**config.mk**
```make
export PLATFORM = sky130hd
export DESIGN_NAME = sdb_decoder
export DESIGN_NICKNAME = d
export VERILOG_FILES = /design/src/rtl/sdb_pkg.sv /design/src/rtl/sdb_sub_slice.sv /design/src/rtl/sdb_decoder.sv
export SDC_FILE = /design/constraint.sdc
export NUM_CORES = 1
export LEC_CHECK = 0
export CORE_ASPECT_RATIO = 0.75
export CORE_MARGIN = 3
export CORE_UTILIZATION = 53
export DETAILED_ROUTE_END_ITERATION = 12
export GPL_TIMING_DRIVEN = 0
export PLACE_DENSITY = 0.8
export SYNTH_ARGS = -nofsm -noshare
export SYNTH_HDL_FRONTEND = slang
export SYNTH_SLANG_ARGS = --single-unit
export TNS_END_PERCENT = 1
```
**constraint.sdc**
```tcl
create_clock -name clk -period 5.4 [get_ports clk]
set_input_delay 1.08 -clock clk [delete_from_list [all_inputs] [get_ports clk]]
set_output_delay 1.08 -clock clk [all_outputs]
set_load 0.1 [all_outputs]
```
**src/rtl/sdb_pkg.sv**
```systemverilog
// Shared types and constants for the signed-digit to two's complement decoder.
package sdb_pkg;

  typedef enum logic [1:0] {
    IDLE = 2'd0,
    BUSY = 2'd1,
    DONE = 2'd2
  } sdb_dec_state_t;

  // Number of signed digits resolved per clock cycle.
  localparam int DIGITS_PER_STEP = 2;

  // Width of the step counter for a given digit count; never below one bit.
  function automatic int cnt_width(input int width);
    int steps;
    steps = width / DIGITS_PER_STEP;
    return (steps > 1) ? $clog2(steps) : 1;
  endfunction

endpackage

```
**src/rtl/sdb_sub_slice.sv**
```systemverilog
// Two-digit subtract-with-borrow: {b_out, d} = p - n - b_in.
module sdb_sub_slice (
  input  logic [1:0] p,
  input  logic [1:0] n,
  input  logic       b_in,
  output logic [1:0] d,
  output logic       b_out
);

  logic [2:0] diff;

  // Three-bit difference; its top bit is the borrow into the next pair.
  always_comb begin
    diff  = {1'b0, p} - {1'b0, n} - {2'b00, b_in};
    d     = diff[1:0];
    b_out = diff[2];
  end

endmodule

```
**src/rtl/sdb_decoder.sv**
```systemverilog
// Sequential signed-digit to two's complement converter, two digits per cycle,
// least significant pair first, with a borrow chained across cycles.
module sdb_decoder
  import sdb_pkg::*;
#(
  parameter int WIDTH = 8
) (
  input  logic             clk,
  input  logic             rst_n,
  input  logic             in_valid_i,
  output logic             in_ready_o,
  input  logic [WIDTH-1:0] pos_i,
  input  logic [WIDTH-1:0] neg_i,
  output logic             out_valid_o,
  input  logic             out_ready_i,
  output logic [WIDTH:0]   result_o
);

  localparam int STEPS = WIDTH / DIGITS_PER_STEP;
  localparam int CW    = cnt_width(WIDTH);

  sdb_dec_state_t state_q, state_d;

  logic [WIDTH-1:0] pos_q, pos_d;
  logic [WIDTH-1:0] neg_q, neg_d;
  logic             borrow_q, borrow_d;
  logic [CW-1:0]    cnt_q, cnt_d;
  logic [WIDTH:0]   result_q, result_d;

  logic [1:0] sel_p;
  logic [1:0] sel_n;
  logic [1:0] slice_d;
  logic       slice_borrow;
  logic       last_step;

  assign last_step = (cnt_q == CW'(STEPS - 1));

  // Pick the digit pair addressed by the step counter from the latched operands.
  always_comb begin
    sel_p = 2'b00;
    sel_n = 2'b00;
    for (int k = 0; k < STEPS; k++) begin
      if (cnt_q == CW'(k)) begin
        sel_p = pos_q[2*k +: 2];
        sel_n = neg_q[2*k +: 2];
      end
    end
  end

  sdb_sub_slice u_slice (
    .p     (sel_p),
    .n     (sel_n),
    .b_in  (borrow_q),
    .d     (slice_d),
    .b_out (slice_borrow)
  );

  // State register.
  always_ff @(posedge clk or negedge rst_n) begin
    if (!rst_n) begin
      state_q <= IDLE;
    end else begin
      state_q <= state_d;
    end
  end

  // Next-state decode: accept in IDLE, step through pairs in BUSY, hold in DONE.
  always_comb begin
    state_d = state_q;
    case (state_q)
      IDLE: if (in_valid_i) state_d = BUSY;
      BUSY: if (last_step) state_d = DONE;
      DONE: if (out_ready_i) state_d = IDLE;
      default: state_d = IDLE;
    endcase
  end

  // Handshake outputs depend on the state register only.
  always_comb begin
    in_ready_o  = (state_q == IDLE);
    out_valid_o = (state_q == DONE);
  end

  // Datapath next values: latch operands on accept, resolve one pair per BUSY cycle.
  always_comb begin
    pos_d    = pos_q;
    neg_d    = neg_q;
    borrow_d = borrow_q;
    cnt_d    = cnt_q;
    result_d = result_q;
    case (state_q)
      IDLE: begin
        if (in_valid_i) begin
          pos_d    = pos_i;
          neg_d    = neg_i;
          borrow_d = 1'b0;
          cnt_d    = '0;
        end
      end
      BUSY: begin
        borrow_d = slice_borrow;
        cnt_d    = cnt_q + CW'(1);
        for (int k = 0; k < STEPS; k++) begin
          if (cnt_q == CW'(k)) begin
            result_d[2*k +: 2] = slice_d;
          end
        end
        if (last_step) begin
          result_d[WIDTH] = slice_borrow;
          cnt_d           = '0;
        end
      end
      default: ;
    endcase
  end

  // Datapath registers; the result is only rewritten while BUSY.
  always_ff @(posedge clk or negedge rst_n) begin
    if (!rst_n) begin
      pos_q    <= '0;
      neg_q    <= '0;
      borrow_q <= 1'b0;
      cnt_q    <= '0;
      result_q <= '0;
    end else begin
      pos_q    <= pos_d;
      neg_q    <= neg_d;
      borrow_q <= borrow_d;
      cnt_q    <= cnt_d;
      result_q <= result_d;
    end
  end

  assign result_o = result_q;

endmodule

```
==> impl_metrics.tcl <==
set metrics [dict create \
    arrival_ns 2.10 \
    synthCells 106 \
    endpoint_kind "output port" \
    outcome "complete, no violations" \
    clk_path_buf_depth 2 \
    drtIter0Drc 107 \
    num_antenna_cells 0 \
    finalHoldViolations 0 \
    skew_ns 0.004781 \
    die_h_microns 50.75 \
    async_flop_share_pct 100.0 \
    rows 15 \
    maxCapViolations 0 \
    clk_pin_slew_ns 0.08 \
    max_freq_mhz 315.0 \
    finalNetCount 169 \
    finalSetupViolCount 0 \
    die_area_sq_um 3333 \
    drc 0 \
    ctsRootBufferMaster "clkbuf_4" \
    hold_buffers 0 \
    cts_resized 0 \
    io_pins 31 \
    synthesis.area_sq_um 1415 \
    synth_top_area_share_pct 53.05 \
    totalNegativeSetupSlack_ns 0 \
    worst_hold_path_type "flop to flop" \
    grt.overflow.total 0 \
    area_growth_pct 27.06 \
    antenna_found_initial 0 \
    viasPerCell 5.339 \
    cts_tree "yes" \
    fp.coreArea_sq_um 2421 \
    yosysWarnings 0 \
    cts_setup_buffers 0 \
    syn_area_per_cell_sq_um 13.35 \
    wl_microns 2571 \
    finalCritPeriodShare_pct 58.80 \
    synthTopCellsByArea "dfrtp_1 53%, mux2_2 11%, mux2_4 6.4%, ha_1 3.5%, mux2_1 3.2%" \
    synth.most_common_cell "dfrtp_1" \
    cts_htree_levels 2 \
    insertion_delay_ns 0.33 \
    first_pass_iters 4 \
    synth_flop_cell "dfrtp_1" \
    synth_area_leader_cell "dfrtp_1" \
    syn-num-nets 132 \
    required_ns 4.32 \
    gp_congestion 0.7644 \
    clock-sinks 30 \
    fill_cells 165 \
    grt_use_total_pct 18.91 \
    grt_pass1_wl_microns 4519 \
    crit_fanout 5 \
    crit_slowest_cell "clkdlybuf4s50_1" \
    synth_edf_count 0 \
    dp_hpwl_microns 2039 \
    worstPathCellList "nor2b_1, clkdlybuf4s50_1" \
    io_buffers 30 \
    fin_crit_ns 3.175 \
    num_vias 945 \
    drive_gt1_share_pct 24.48 \
    cts_buffers 5 \
    critPathLaunchType "flop" \
    tightestPinTransition_ns 0.9667 \
    seq_area_frac_synth_pct 53.05 \
    post_synth_num_cell_types 29 \
    grt_max_degree 31 \
    postRouteAntennaNets 0 \
    die_x_microns 65.67 \
    slowest_delay_ns 1.15 \
    rsz0062_at_grt "false" \
    grt_pass1_vias 1037 \
    routedWlPerCell_microns 14.53 \
    slew_viol_final 0 \
    synth-seq-cells 30 \
    critPathKind "flop to output port" \
    relSlewSlack_pct 35.35 \
    synth_common_cells "30 x dfrtp_1, 14 x mux2_2, 9 x nand2_1, 6 x mux2_4" \
    initial_core_util_pct 58.45 \
]
## final cells by class
class | instances | area, sq um | area share (%)
multi-input combinational | 68 | 619.3 | 34.45
inverter | 4 | 15.01 | 0.8351
tap | 34 | 42.54 | 2.366
buffer | 4 | 30.03 | 1.670
clock buffer | 7 | 45.04 | 2.505
timing repair buffer | 30 | 295.3 | 16.42
sequential | 30 | 750.7 | 41.75
## metal layers
layer | global-route usage [%] | vias up | part of all wire, %
met4 | 11.38 | 0 | 2.6
met1 | 21.73 | 467 | 43
met2 | 30.95 | 26 | 47
met3 | 5.593 | 7 | 6.5
li1 | - | 445 | -
met5 | 0 | - | 0
## cell families after synthesis
logic type,after synthesis,share of synthesized area (%)
AOI/OAI and AO/OA,12,6.013
and+or+nand+nor,25,9.991
DFF,30,53.05
adders and majority gates,6,6.366
buffers and inverters,8,3.182
muxes,25,21.40
## through the flow
| stage | hold slack, ns | instances | utilization (%) | setup slack (ns) | area [sq um] |
|---|---|---|---|---|---|
| 6_report | 0.4971 | 177 | 74.26 | 2.225 | 1798 |
| 5_1_grt | 0.5284 | 177 | 74.26 | 2.165 | 1798 |
| 4_1_cts | 0.4997 | 177 | 74.47 | 2.212 | 1803 |
| 3_5_place_dp | 0.4807 | 170 | 72.61 | 2.576 | 1758 |
| 3_3_place_gp | 0.4675 | 170 | 72.61 | 2.606 | 1758 |
| 2_1_floorplan | 0.4580 | 106 | - | 2.538 | 1415 |
## cells in the final DEF, fill, tap and decap left out, drive strengths merged, types with 2 or more instances in the layout
cell and instances:
a31oi 2, buf 4, clkbuf 8, clkdlybuf4s50 29
dfrtp 30, fa 2, ha 4, inv 4
mux2 24, nand2 12, nand2b 3, nand3b 3
nor2 2, o211ai 2, o21ai 2, o221ai 2
## worst max-delay path, delay by kind of cell (launching register included)
family                 cells  cell delay (ns)
buffers and inverters      1             1.15
DFF                        1             0.42
and+or+nand+nor            1             0.19
## sequential cells by signal, indices dropped and copies added, names as in the netlist
signal	cells
borrow_q	1
cnt_q	2
neg_q	8
pos_q	8
result_o	9
state_q	2
## final timing paths
path                                     to  slack (ns)       start  cells after the start
worst max-delay path            out_valid_o        2.22  state_q[1]                      2
worst min-delay path               pos_q[4]        0.50    pos_q[4]                      1
worst max register to register  result_o[1]        2.62    cnt_q[1]                      9
worst min register to register     pos_q[4]        0.50    pos_q[4]                      1
max in group asynchronous       result_o[8]        4.22       rst_n                      1
min in group asynchronous       result_o[4]        0.77       rst_n                      1
Power is left out: the tool's default activity adds up to more than one toggle a clock period on the data nets, which glitch-free logic cannot reach.
